==> src/rtl/jstk_pkg.sv <==
// jstk_pkg: shared FSM encoding, frame layout and deadzone helper for the
// PmodJSTK sampler and anything else that decodes its DOUT frame.
package jstk_pkg;

    // Sampler FSM states, 3-bit encoding.
    typedef enum logic [2:0] {
        ST_IDLE       = 3'd0,
        ST_REQ        = 3'd1,
        ST_WAIT_START = 3'd2,
        ST_WAIT_DONE  = 3'd3,
        ST_CAPTURE    = 3'd4,
        ST_ABORT      = 3'd5
    } state_t;

    // Axis value reported when the stick is at rest.
    localparam logic [9:0] CENTRE = 10'd512;

    // DOUT frame layout: X/Y low bytes, X/Y high bits, button bits.
    localparam int FRAME_W  = 40;
    localparam int X_LO_MSB = 39;
    localparam int X_LO_LSB = 32;
    localparam int X_HI_MSB = 25;
    localparam int X_HI_LSB = 24;
    localparam int Y_LO_MSB = 23;
    localparam int Y_LO_LSB = 16;
    localparam int Y_HI_MSB = 9;
    localparam int Y_HI_LSB = 8;
    localparam int BTN_MSB  = 2;
    localparam int BTN_LSB  = 0;

    // One decoded joystick sample.
    typedef struct packed {
        logic [9:0] x;
        logic [9:0] y;
        logic [2:0] buttons;
    } sample_t;

    // Snap an axis to CENTRE when it lies strictly inside the deadzone.
    // A deadzone of 0 leaves the raw value untouched.
    function automatic logic [9:0] apply_deadzone(input logic [9:0] raw, input int deadzone);
        logic signed [10:0] diff;
        logic [10:0]        mag;
        diff = $signed({1'b0, raw}) - $signed({1'b0, CENTRE});
        mag  = diff[10] ? -diff : diff;
        if (deadzone > 0 && int'(mag) < deadzone) begin
            return CENTRE;
        end
        return raw;
    endfunction

endpackage

==> src/rtl/jstk_decode.sv <==
// jstk_decode: combinational DOUT frame -> {x, y, buttons} with centre deadzone.
module jstk_decode
    import jstk_pkg::*;
#(
    parameter int DEADZONE = 16
) (
    input  logic [FRAME_W-1:0] frame,
    output sample_t            sample
);

    logic [9:0] raw_x;
    logic [9:0] raw_y;

    // Bits of the frame that carry no joystick information.
    logic unused_bits;
    assign unused_bits = ^{frame[31:26], frame[15:10], frame[7:3]};

    // Reassemble the 10-bit axes and apply the deadzone.
    always_comb begin
        // NOTE: every output is assigned on every pass, so no latch can be inferred.
        raw_x          = {frame[X_HI_MSB:X_HI_LSB], frame[X_LO_MSB:X_LO_LSB]};
        raw_y          = {frame[Y_HI_MSB:Y_HI_LSB], frame[Y_LO_MSB:Y_LO_LSB]};
        sample.x       = apply_deadzone(raw_x, DEADZONE);
        sample.y       = apply_deadzone(raw_y, DEADZONE);
        sample.buttons = frame[BTN_MSB:BTN_LSB];
    end

endmodule

==> src/rtl/jstk_sampler.sv <==
// jstk_sampler: periodically requests a PmodJSTK transfer, follows the SS
// envelope to find its end, then captures and decodes the DOUT frame.
module jstk_sampler
    import jstk_pkg::*;
#(
    parameter int POLL_CYCLES    = 1000000,
    parameter int REQ_CYCLES     = 3000,
    parameter int TIMEOUT_CYCLES = 200000,
    parameter int DEADZONE       = 16
) (
    input  logic               CLK,
    input  logic               RST,
    input  logic               enable,
    input  logic               ss_in,
    input  logic [FRAME_W-1:0] jstk_dout,
    output logic               snd_rec,
    output logic [9:0]         x_pos,
    output logic [9:0]         y_pos,
    output logic [2:0]         buttons,
    output logic               sample_valid,
    output logic               new_sample,
    input  logic               rd_ack,
    output logic               timeout_err,
    output logic [15:0]        sample_count
);

    localparam int POLL_W  = $clog2(POLL_CYCLES);
    localparam int TMR_MAX = (REQ_CYCLES > TIMEOUT_CYCLES) ? REQ_CYCLES : TIMEOUT_CYCLES;
    localparam int TMR_W   = $clog2(TMR_MAX + 1);
    localparam int SND_W   = $clog2(REQ_CYCLES + 1);

    localparam logic [POLL_W-1:0] POLL_LAST    = POLL_W'(POLL_CYCLES - 1);
    localparam logic [TMR_W-1:0]  REQ_LAST     = TMR_W'(REQ_CYCLES - 1);
    localparam logic [TMR_W-1:0]  TIMEOUT_LAST = TMR_W'(TIMEOUT_CYCLES - 1);
    localparam logic [SND_W-1:0]  SND_LAST     = SND_W'(REQ_CYCLES - 1);

    state_t            state;
    logic [TMR_W-1:0]  tmr;
    logic [SND_W-1:0]  snd_cnt;
    logic [POLL_W-1:0] poll_cnt;
    logic              ss_meta;
    logic              ss_sync;
    logic              ss_sync_d;
    logic              tick;
    logic              ss_fall;
    logic              ss_rise;
    sample_t           decoded;

    assign tick    = (poll_cnt == POLL_LAST);
    assign ss_fall = ss_sync_d & ~ss_sync;
    assign ss_rise = ~ss_sync_d & ss_sync;

    jstk_decode #(
        .DEADZONE (DEADZONE)
    ) u_decode (
        .frame  (jstk_dout),
        .sample (decoded)
    );

    // Two-flop synchroniser for SS plus a delayed copy for edge detection.
    always_ff @(posedge CLK) begin
        // NOTE: non-blocking assignments so each flop takes the previous stage's old value.
        if (RST) begin
            ss_meta   <= 1'b1;
            ss_sync   <= 1'b1;
            ss_sync_d <= 1'b1;
        end else begin
            ss_meta   <= ss_in;
            ss_sync   <= ss_meta;
            ss_sync_d <= ss_sync;
        end
    end

    // Free-running poll counter; tick is asserted on its last count.
    always_ff @(posedge CLK) begin
        if (RST) begin
            poll_cnt <= '0;
        end else if (tick) begin
            poll_cnt <= '0;
        end else begin
            poll_cnt <= poll_cnt + 1'b1;
        end
    end

    // Transaction FSM with registered outputs and sticky status flags.
    always_ff @(posedge CLK) begin
        if (RST) begin
            state        <= ST_IDLE;
            tmr          <= '0;
            snd_cnt      <= '0;
            snd_rec      <= 1'b0;
            x_pos        <= CENTRE;
            y_pos        <= CENTRE;
            buttons      <= 3'b000;
            sample_valid <= 1'b0;
            new_sample   <= 1'b0;
            timeout_err  <= 1'b0;
            sample_count <= 16'd0;
        end else begin
            sample_valid <= 1'b0;
            tmr          <= tmr + 1'b1;

            // snd_rec runs its own window so an early SS fall does not cut it short.
            if (snd_rec) begin
                if (snd_cnt == SND_LAST) begin
                    snd_rec <= 1'b0;
                end else begin
                    snd_cnt <= snd_cnt + 1'b1;
                end
            end

            // NOTE: the clears come before the case so a set in the same cycle overrides them.
            if (rd_ack) begin
                new_sample  <= 1'b0;
                timeout_err <= 1'b0;
            end

            case (state)
                ST_IDLE: begin
                    tmr <= '0;
                    if (tick && enable) begin
                        state   <= ST_REQ;
                        snd_rec <= 1'b1;
                        snd_cnt <= '0;
                    end
                end
                ST_REQ: begin
                    if (ss_fall) begin
                        state <= ST_WAIT_DONE;
                        tmr   <= '0;
                    end else if (tmr == REQ_LAST) begin
                        state <= ST_WAIT_START;
                        tmr   <= '0;
                    end
                end
                ST_WAIT_START: begin
                    if (ss_fall) begin
                        state <= ST_WAIT_DONE;
                        tmr   <= '0;
                    end else if (tmr == TIMEOUT_LAST) begin
                        state       <= ST_ABORT;
                        tmr         <= '0;
                        snd_rec     <= 1'b0;
                        timeout_err <= 1'b1;
                    end
                end
                ST_WAIT_DONE: begin
                    if (ss_rise) begin
                        // Outputs are loaded on entry so they are valid during CAPTURE.
                        state        <= ST_CAPTURE;
                        tmr          <= '0;
                        x_pos        <= decoded.x;
                        y_pos        <= decoded.y;
                        buttons      <= decoded.buttons;
                        sample_valid <= 1'b1;
                        new_sample   <= 1'b1;
                        sample_count <= sample_count + 16'd1;
                    end else if (tmr == TIMEOUT_LAST) begin
                        state       <= ST_ABORT;
                        tmr         <= '0;
                        snd_rec     <= 1'b0;
                        timeout_err <= 1'b1;
                    end
                end
                ST_CAPTURE: begin
                    state <= ST_IDLE;
                    tmr   <= '0;
                end
                ST_ABORT: begin
                    state   <= ST_IDLE;
                    tmr     <= '0;
                    snd_rec <= 1'b0;
                end
                default: begin
                    state <= ST_IDLE;
                    tmr   <= '0;
                end
            endcase
        end
    end

endmodule

==> config.mk <==
export PLATFORM = sky130hd
export DESIGN_NAME = jstk_sampler
export DESIGN_NICKNAME = d
export VERILOG_FILES = /design/src/rtl/jstk_pkg.sv /design/src/rtl/jstk_decode.sv /design/src/rtl/jstk_sampler.sv
export SDC_FILE = /design/constraint.sdc
export NUM_CORES = 1
export LEC_CHECK = 0
export CORE_MARGIN = 8
export CORE_UTILIZATION = 55
export DETAILED_ROUTE_END_ITERATION = 7
export GPL_TIMING_DRIVEN = 1
export HOLD_SLACK_MARGIN = 0.06
export PLACE_DENSITY = 0.94
export SLEW_MARGIN = 20
export SYNTH_ARGS = -nofsm -noshare
export SYNTH_HDL_FRONTEND = slang
export SYNTH_SLANG_ARGS = --single-unit
==> constraint.sdc <==
create_clock -name CLK -period 4 [get_ports CLK]
set_input_delay 0.8 -clock CLK [delete_from_list [all_inputs] [get_ports CLK]]
set_output_delay 0.8 -clock CLK [all_outputs]
set_load 0.01 [all_outputs]
==> results of run 1 <==
## worst paths after layout
path | cells after the start | start | slack, ns | endpoint
setup / recovery | 5 | ss_sync | 1.55 | y_pos[8]
hold / removal | 1 | ss_meta | 0.45 | ss_sync
setup reg to reg | 5 | ss_sync | 1.55 | y_pos[8]
hold reg to reg | 1 | ss_meta | 0.45 | ss_sync
## cells in the final DEF, fill, tap and decap left out, types with 3 or more instances in the layout
cell type,n
clkdlybuf4s50_1,69
a22oi_1,18
ha_1,4
inv_1,13
nor4_1,9
nand2b_1,8
nor3_1,18
nand3_1,18
xor2_1,22
nand4_1,20
nand2_1,31
a21oi_1,10
and3_1,10
a31oi_1,4
or2_2,6
nor2b_1,4
xnor2_1,36
dfxtp_1,99
clkbuf_8,9
nor2_1,100
or3_1,3
## layout make-up
class,count,share of cell area (%)
Clock buffer,11,2.50
Clock inverter,5,1.19
Inverter,13,0.930
Multi-Input combinational cell,361,41.9
Sequential cell,99,37.8
Tap cell,102,2.43
Timing Repair Buffer,70,13.3
## power breakdown
part	internal [uW]	leakage (uW)	switching [uW]
clock network	293	0.0000901	340
logic	34.8	0.000833	34.3
registers	990	0.000798	5.60
total	1320	0.00172	380
## stage by stage
| stage | cells | setup slack (ns) | total power, uW | utilization, % | hold slack (ns) |
|---|---|---|---|---|---|
| floorplan | 487 | 2.13 | 1050 | - | 0.389 |
| global placement | 645 | 1.54 | 1080 | 66.1 | 0.418 |
| detailed placement | 645 | 1.44 | 1090 | 66.1 | 0.417 |
| CTS | 661 | 1.54 | 1700 | 68.6 | 0.445 |
| global route | 661 | 1.25 | 1760 | 68.6 | 0.471 |
| finish | 661 | 1.55 | 1700 | 68.6 | 0.451 |
## layer usage
metal | up-vias | GRT usage [%]
met1 | 1759 | 19.7
met2 | 85 | 32.7
met3 | 16 | 4.96
met5 | - | 0
li1 | 1835 | -
met4 | 0 | 6.20
## registers in the layout, indices dropped and copies added (netlist names)
register / cells
snd_rec: 1
sample_count: 16
y_pos: 10
ss_sync: 1
timeout_err: 1
x_pos: 10
buttons: 3
poll_cnt: 20
sample_valid: 1
snd_cnt: 12
ss_sync_d: 1
tmr: 18
new_sample: 1
ss_meta: 1
state: 3
## cells by family (layout without fill, tap and decap cells)
group / after synthesis / in the layout / share of synthesized area (%)
xor+xnor: 58 / 58 / 11.8
buf+inv: 27 / 99 / 2.68
mux: 1 / 1 / 0.233
simple gates: 247 / 247 / 29.2
compound gates: 51 / 51 / 8.74
flops: 99 / 99 / 46.1
fa+ha+maj: 4 / 4 / 1.16
## critical path: stages (launching register included)
cell and delay [ns]:
dfxtp_1 0.40, nor2b_1 0.49, nand2_1 0.69, nor2_1 0.53, a22oi_1 0.15, nor2_1 0.14
==> out/metrics.cfg, run 1 <==
[global_route]
grt_antenna_before_repair=0
grt_usage_pct=18.1
grt_pass1_vias=3616
gr-total-overflow=0
grt_max_degree=53
grt_pass1_wl_um=16700

[die]
core_area_um2=7650
die_h_um=104
die_w_um=104
boundaryPins=88
initial_utilization_pct=56.2
rows=32
dieArea_um2=10900

[cts]
ctsResizeCount=0
cts_tree=yes
cts_buffers=9
clk_latency_ns=0.36
h-tree-depth=3
clk_pin_slew_ns=0.09
cts_root_buf=clkbuf_8
cts_buffer_depth=2
clock_sinks=99
postCtsSetupRepairBufs=0
hold_buffers=0

[routing]
drt_pre_antenna_iters=4
vias_per_cell=5.59
wl_met2_um=5180
drtIter0Drc=227
routed.top_layer=met4
wl_met3_um=410
routed_wl_um=9870
drc_errors=0
vias=3695
ant_nets=0
routedWlPerCell_um=14.9
met1_length_um=4090

[synthesis]
async_flop_share_pct=0
ys_top_cells_by_area=dfxtp_1, nor2_1, xnor2_1
synth_warnings=0
ys_ff_latch=99
synth_top_area_cell=dfxtp_1
yosysMostFrequentCell=nor2_1
ys.flop_type=dfxtp_1
netlist_instances=487
synth-edff-count=0
synth_top_area_share_pct=46.1
yosysUniqueCellTypes=55
synthesis.nets=536
synth_seq_area_share_pct=46.1
syn_avg_cell_area_um2=8.82
syn-cell-area_um2=4300
yosys-top-cells-count=nor2_1, dfxtp_1, xnor2_1

[layout]
seqCellArea_um2=1980
area_delta_synth_final_pct=22.1
drive_gt1_share_pct=5.19
postLayoutCellArea_um2=5250
layout.nets=603
multiInputGateArea_um2=2200
diodes=0
fillers=546

[sta]
fmax_mhz=408
finalSetupViolCount=0
clock_skew_ns=0.0115
max_slew.worst_pin.slew_ns=0.904
period_share_pct=61.3
min_period_ns=2.45
hold_violations=0
timing.final.max_slew_violations=0
grt_setup_unrepaired=false
setup_tns_ns=0
maxSlewHeadroom_pct=39.6

[setup_path]
crit_arrival_ns=2.75
critPathKind=register to register
crit_fanout=28
cp-end-kind=register
required_ns=4.29
start_kind=register

[power]
p_leak_uw=0.00172
ir_drop_v=0.000291
pwr_density_cell_nw_per_um2=323

[placed_design]
hpwl_um=7160
finalWeightedCongestion=0.836
post_dp_cell_area_um2=5050
io_buffers=70

[flow_run]
maxCapViolations=0

[outcome]
status=finished, final reports clean

[min_path]
holdCritPathClass=register to register

Power figures use the tool's default switching activity.
==> run 2: changes to the inputs <==
--- a/config.mk
+++ b/config.mk
@@ -6,11 +6,11 @@
 export NUM_CORES = 1
 export LEC_CHECK = 0
 export CORE_MARGIN = 8
-export CORE_UTILIZATION = 55
+export CORE_UTILIZATION = 46
 export DETAILED_ROUTE_END_ITERATION = 7
 export GPL_TIMING_DRIVEN = 1
 export HOLD_SLACK_MARGIN = 0.06
-export PLACE_DENSITY = 0.94
+export PLACE_DENSITY = 0.85
 export SLEW_MARGIN = 20
 export SYNTH_ARGS = -nofsm -noshare
 export SYNTH_HDL_FRONTEND = slang
==> constraint.sdc (replaced) <==
create_clock -name CLK -period 2.2 [get_ports CLK]
set_input_delay 0.44 -clock CLK [delete_from_list [all_inputs] [get_ports CLK]]
set_output_delay 0.44 -clock CLK [all_outputs]
set_load 0.01 [all_outputs]
==> run 2 against run 1 <==
Compared with the run above: critical path depth stayed put; critical endpoint is now snd_cnt[2]; largest power group unchanged; critical path type unchanged; global-route usage shrank 2.1 points; core utilization fell by 10 points; highest routed layer unchanged.
==> out/metrics.cfg, run 2 (synthesized netlist as in run 1, its figures left out) <==
[outcome]
status=finished, final reports clean  ; unchanged

[setup_path]
worstPathCellList=or4_1 > nor4_4 > nor4b_2 > or2_4 > nor2_1  ; was nor2b_1 > nand2_1 > nor2_1 > a22oi_1 > nor2_1
crit_arrival_ns=2.41  ; was 2.75 ns
worst_path_max_delay_cell=or4_1  ; was nand2_1
reg2regPathDepth=5  ; unchanged
cp_slowest_stage_delay_ns=0.59  ; was 0.69 ns
critPathKind=register to register  ; unchanged
crit_buf_inv=0  ; unchanged
setup.worst_path.start=poll_cnt[6]  ; was ss_sync
r2r_setup_slack_ns=0.04  ; was 1.55 ns
required_ns=2.46  ; was 4.29 ns
timing.rr.end=snd_cnt[2]  ; was y_pos[8]
cp-end-kind=register  ; unchanged
start_kind=register  ; unchanged
reg2reg_from=poll_cnt[6]  ; was ss_sync
cp_top_family=simple AND/OR/NAND/NOR gates  ; unchanged
crit_fanout=12  ; was 28

[die]
rows=35  ; was 32
die_w_um=113  ; was 104 um
initial_utilization_pct=46.9  ; was 56.2%
die_h_um=113  ; was 104 um
dieArea_um2=12700  ; was 10900 um^2
core_area_um2=9150  ; was 7650 um^2
boundaryPins=88  ; unchanged

[min_path]
holdPathEnd=state[0]  ; was ss_sync
holdCritPathClass=input pin to register  ; was register to register
hp-start=RST  ; was ss_meta
hold_depth=2  ; was 1

[sta]
maxSlewHeadroom_pct=62.2  ; was 39.6%
fmax_mhz=464  ; was 408 MHz
clock_skew_ns=0.0132  ; was 0.0115 ns
grt_setup_unrepaired=false  ; unchanged
hold_violations=0  ; unchanged
holdWs_ns=0.341  ; was 0.451 ns
setup_ws_ns=0.0434  ; was 1.55 ns
period_share_pct=98.0  ; was 61.3%
finalSetupViolCount=0  ; unchanged
setup_tns_ns=0  ; unchanged
min_period_ns=2.16  ; was 2.45 ns
timing.final.max_slew_violations=0  ; unchanged
max_slew.worst_pin.slew_ns=0.565  ; was 0.904 ns

[routing]
ant_nets=0  ; unchanged
drt_pre_antenna_iters=5  ; was 4
drc_errors=0  ; unchanged
vias_per_cell=5.49  ; was 5.59
routed_wl_um=10200  ; was 9870 um
vias=3739  ; was 3695
routedWlPerCell_um=14.9  ; about the same
drtIter0Drc=313  ; was 227

[power]
pwr_density_cell_nw_per_um2=571  ; was 323 nW/um^2
p_leak_uw=0.00179  ; was 0.00172 uW
ir_drop_v=0.000393  ; was 0.000291 V

[cts]
clock_sinks=99  ; unchanged
h-tree-depth=3  ; unchanged
cts_root_buf=clkbuf_8  ; unchanged
cts_buffer_depth=2  ; unchanged
clk_latency_ns=0.37  ; was 0.36 ns
cts_buffers=9  ; unchanged
cts_tree=yes  ; unchanged
clk_pin_slew_ns=0.10  ; was 0.09 ns

[flow_run]
maxCapViolations=0  ; unchanged

[layout]
drive_gt1_share_pct=7.37  ; was 5.19%
largest_reg_flops=20  ; unchanged
fillers=767  ; was 546
reg_top3=poll_cnt: 20 flops, tmr: 18 flops, sample_count: 16 flops  ; unchanged
finalNonFillerCells=681  ; was 661
largest-register=poll_cnt  ; unchanged
seqCellArea_um2=1980  ; unchanged
layout_common_cells=nor2_1, dfxtp_1, clkdlybuf4s50_1  ; unchanged
diodes=0  ; unchanged
multiInputGateArea_um2=2200  ; about the same
area_delta_synth_final_pct=24.6  ; was 22.1%
layout.nets=614  ; was 603
final_common_cell=nor2_1  ; unchanged

[placed_design]
pre_cts_slack_ns=0.0306  ; was 1.44 ns
placed_cells=665  ; was 645
hpwl_um=7530  ; was 7160 um
finalWeightedCongestion=0.809  ; was 0.836
io_buffers=70  ; unchanged

[global_route]
use_met2_pct=28.7  ; was 32.7%
grt_pass1_vias=3667  ; was 3616
gr-total-overflow=0  ; unchanged
grt_usage_pct=16.0  ; was 18.1%
grt_pass1_wl_um=16900  ; was 16700 um
top_usage_layer=met2  ; unchanged
grtUsageMet3_pct=3.27  ; was 4.96%
use_met1_pct=17.5  ; was 19.7%
grt_antenna_before_repair=0  ; unchanged
grt_max_degree=47  ; was 53

-- run 2: changes by cell type in the layout (fill, tap and decap cells not counted), sizes merged --
cell | previous run | this run
clkinvlp | 2 | 0
clkbuf | 11 | 10
inv | 14 | 17
clkinv | 1 | 2
bufinv | 1 | 0
buf | 1 | 12
-- run 2: final cells by class --
type	count	area share [%]
clock buffers	10	2.57
well taps	111	2.59
flip-flops and latches	99	37.0
multi-input cells	361	41.1
inverters	13	0.912
clock inverters	6	0.982
repair buffers	81	14.8
-- run 2: power breakdown --
group          internal [uW]  leakage, uW  switching (uW)
logic                   67.2     0.000892            62.5
registers               1800     0.000798            10.8
clock network            463    0.0000983             655
-- run 2: how the worst max path moves through the flow --
stage	to	slack, ns	depth (start not counted)
2_1_floorplan	tmr[11]	0.33	6
3_3_place_gp	y_pos[1]	0.08	6
3_5_place_dp	y_pos[3]	0.03	6
4_1_cts	snd_cnt[2]	0.05	5
5_1_grt	snd_cnt[1]	0.04	5
6_report	snd_cnt[2]	0.04	5
-- run 2: layer usage --
layer  share of wire (%)  vias to the layer above
met1                  41                     1770
met2                  52                       89
met5                   0                        -
li1                    -                     1848
met3                 3.7                       32
met4                 3.2                        0
-- run 2: what timing repair did --
action | CTS | global route
endpoints found under the hold margin | 0 | 0
gates resized for setup | 0 | 1
setup buffers | 0 | 0
hold buffers | 0 | 0
setup endpoints to repair | 0 | 10
-- run 2: stage by stage --
step / instance area [um^2] / util, % / power, uW
detailed placement: 5160 / 56.4 / 1980
finish: 5350 / 58.5 / 3060
CTS: 5350 / 58.5 / 3080
global placement: 5160 / 56.4 / 1980
global route: 5350 / 58.5 / 3170
floorplan: 4300 / - / 1910
==> run 3: changes to the inputs <==
--- a/config.mk
+++ b/config.mk
@@ -6,11 +6,13 @@
 export NUM_CORES = 1
 export LEC_CHECK = 0
 export CORE_MARGIN = 8
-export CORE_UTILIZATION = 46
+export CORE_UTILIZATION = 59
+export CTS_BUF_LIST = sky130_fd_sc_hd__clkbuf_8
 export DETAILED_ROUTE_END_ITERATION = 7
+export DONT_BUFFER_PORTS = 1
 export GPL_TIMING_DRIVEN = 1
 export HOLD_SLACK_MARGIN = 0.06
-export PLACE_DENSITY = 0.85
+export PLACE_DENSITY = 0.87
 export SLEW_MARGIN = 20
 export SYNTH_ARGS = -nofsm -noshare
 export SYNTH_HDL_FRONTEND = slang
==> run 3 against run 2 <==
Compared with the run above: die area fell by 19%; via count fell by 7.8%; design area fell by 13%; critical path type unchanged; critical endpoint is now snd_cnt[11]; highest routed layer unchanged.
==> out/metrics.cfg, run 3 (synthesized netlist as in run 1, its figures left out) <==
[outcome]
status=finished, final reports clean  ; unchanged

[cts]
ctsResizeCount=0  ; unchanged
clk_pin_slew_ns=0.11  ; was 0.10 ns
cts_root_buf=clkbuf_8  ; unchanged
postCtsSetupRepairBufs=0  ; unchanged
cts_buffers=9  ; unchanged
cts_tree=yes  ; unchanged
h-tree-depth=3  ; unchanged
clock_sinks=99  ; unchanged
clk_latency_ns=0.38  ; was 0.37 ns
hold_buffers=0  ; unchanged
cts_buffer_depth=2  ; unchanged

[layout]
layout.nets=545  ; was 614
drive_gt1_share_pct=8.38  ; was 7.37%
reg_top3=poll_cnt: 20 flops, tmr: 18 flops, sample_count: 16 flops  ; unchanged
fillers=601  ; was 767
largest-register=poll_cnt  ; unchanged
area_delta_synth_final_pct=8.10  ; was 24.6%
final_common_cell=nor2_1  ; unchanged
layout_common_cells=nor2_1, dfxtp_1, xnor2_1  ; was nor2_1, dfxtp_1, clkdlybuf4s50_1
finalNonFillerCells=601  ; was 681
largest_reg_flops=20  ; unchanged

[die]
rows=31  ; was 35
die_h_um=101  ; was 113 um
core_area_um2=7140  ; was 9150 um^2
dieArea_um2=10300  ; was 12700 um^2
die_w_um=101  ; was 113 um
initial_utilization_pct=60.2  ; was 46.9%
boundaryPins=88  ; unchanged

[setup_path]
setup.worst_path.start=poll_cnt[8]  ; was poll_cnt[6]
reg2regPathDepth=5  ; unchanged
r2r_setup_slack_ns=0.16  ; was 0.04 ns
critPathKind=register to register  ; unchanged
cp-endpoint=snd_cnt[11]  ; was snd_cnt[2]
crit_arrival_ns=2.30  ; was 2.41 ns
crit_fanout=12  ; unchanged
start_kind=register  ; unchanged
cp-end-kind=register  ; unchanged
required_ns=2.46  ; about the same
reg2reg_from=poll_cnt[8]  ; was poll_cnt[6]
timing.rr.end=snd_cnt[11]  ; was snd_cnt[2]

[global_route]
gr-total-overflow=0  ; unchanged
grt_usage_pct=17.9  ; was 16.0%
grt_pass1_vias=3307  ; was 3667
grt_antenna_before_repair=0  ; unchanged
grt_pass1_wl_um=15000  ; was 16900 um
grt_max_degree=53  ; was 47

[sta]
min_period_ns=2.04  ; was 2.16 ns
hold_violations=0  ; unchanged
setup_ws_ns=0.161  ; was 0.0434 ns
clock_skew_ns=0.0128  ; was 0.0132 ns
setup_tns_ns=0  ; unchanged
grt_setup_unrepaired=false  ; unchanged
max_slew.worst_pin.slew_ns=0.510  ; was 0.565 ns
finalSetupViolCount=0  ; unchanged
period_share_pct=92.7  ; was 98.0%
timing.final.max_slew_violations=0  ; unchanged
fmax_mhz=490  ; was 464 MHz
maxSlewHeadroom_pct=65.7  ; was 62.2%

[routing]
drc_errors=0  ; unchanged
vias=3447  ; was 3739
routedWlPerCell_um=15.3  ; was 14.9 um
ant_nets=0  ; unchanged
drtIter0Drc=172  ; was 313
drt_pre_antenna_iters=5  ; unchanged
vias_per_cell=5.74  ; was 5.49
routed_wl_um=9170  ; was 10200 um

[flow_run]
maxCapViolations=0  ; unchanged

[power]
pwr_density_cell_nw_per_um2=638  ; was 571 nW/um^2
p_total_uw=2960  ; was 3060 uW
p_leak_uw=0.00153  ; was 0.00179 uW
ir_drop_v=0.000462  ; was 0.000393 V

[placed_design]
hpwl_um=6740  ; was 7530 um
io_buffers=0  ; was 70
pre_cts_slack_ns=0.179  ; was 0.0306 ns
placed_cells=584  ; was 665
finalWeightedCongestion=0.898  ; was 0.809

[min_path]
hold_depth=1  ; was 2
holdCritPathClass=input pin to register  ; unchanged

## run 3: metal layers
metal	global-route usage, %	wire [um]	vias to the layer above
met3	7.08	586	15
met5	0	0	-
li1	-	-	1712
met2	30.8	4710	89
met4	6.87	191	0
met1	19.4	3680	1631
## run 3: worst min path at each step
| stage | start | to | slack, ns |
|---|---|---|---|
| 3_5_place_dp | ss_meta | ss_sync | 0.41 |
| 4_1_cts | RST | sample_count[6] | 0.12 |
| 5_1_grt | RST | sample_count[6] | 0.1 |
| 2_1_floorplan | ss_meta | ss_sync | 0.39 |
| 6_report | RST | sample_count[3] | 0.12 |
| 3_3_place_gp | ss_meta | ss_sync | 0.39 |
## run 3: layout make-up
type	instances	area (um^2)	area share (%)
diodes	1	2.50	0.0539
clock buffers	9	124	2.67
clock inverters	7	61.3	1.32
inverters	13	48.8	1.05
multi-input cells	361	2200	47.4
flip-flops and latches	99	1980	42.7
well taps	99	124	2.67
repair buffers	12	103	2.21
## run 3: where the power goes
group	total [uW]	internal [uW]	switching, uW
combinational	58.3	24.8	33.5
clock	1090	430	663
sequential	1810	1800	10.7
total	2960	2250	707
## run 3: critical path, cell delays in order (launching register included)
cell     delay [ns]
dfxtp_1        0.35
or4b_4         0.56
nor4_4         0.35
nor4b_2        0.30
or2_2          0.30
nor2_1         0.08
## run 3: stage by stage
| stage | hold WS, ns | area, um^2 | utilization, % |
|---|---|---|---|
| 2_1_floorplan | 0.389 | 4300 | - |
| 3_3_place_gp | 0.395 | 4460 | 62.4 |
| 3_5_place_dp | 0.410 | 4460 | 62.4 |
| 4_1_cts | 0.116 | 4640 | 65.0 |
| 5_1_grt | 0.0965 | 4640 | 65.0 |
| 6_report | 0.122 | 4640 | 65.1 |
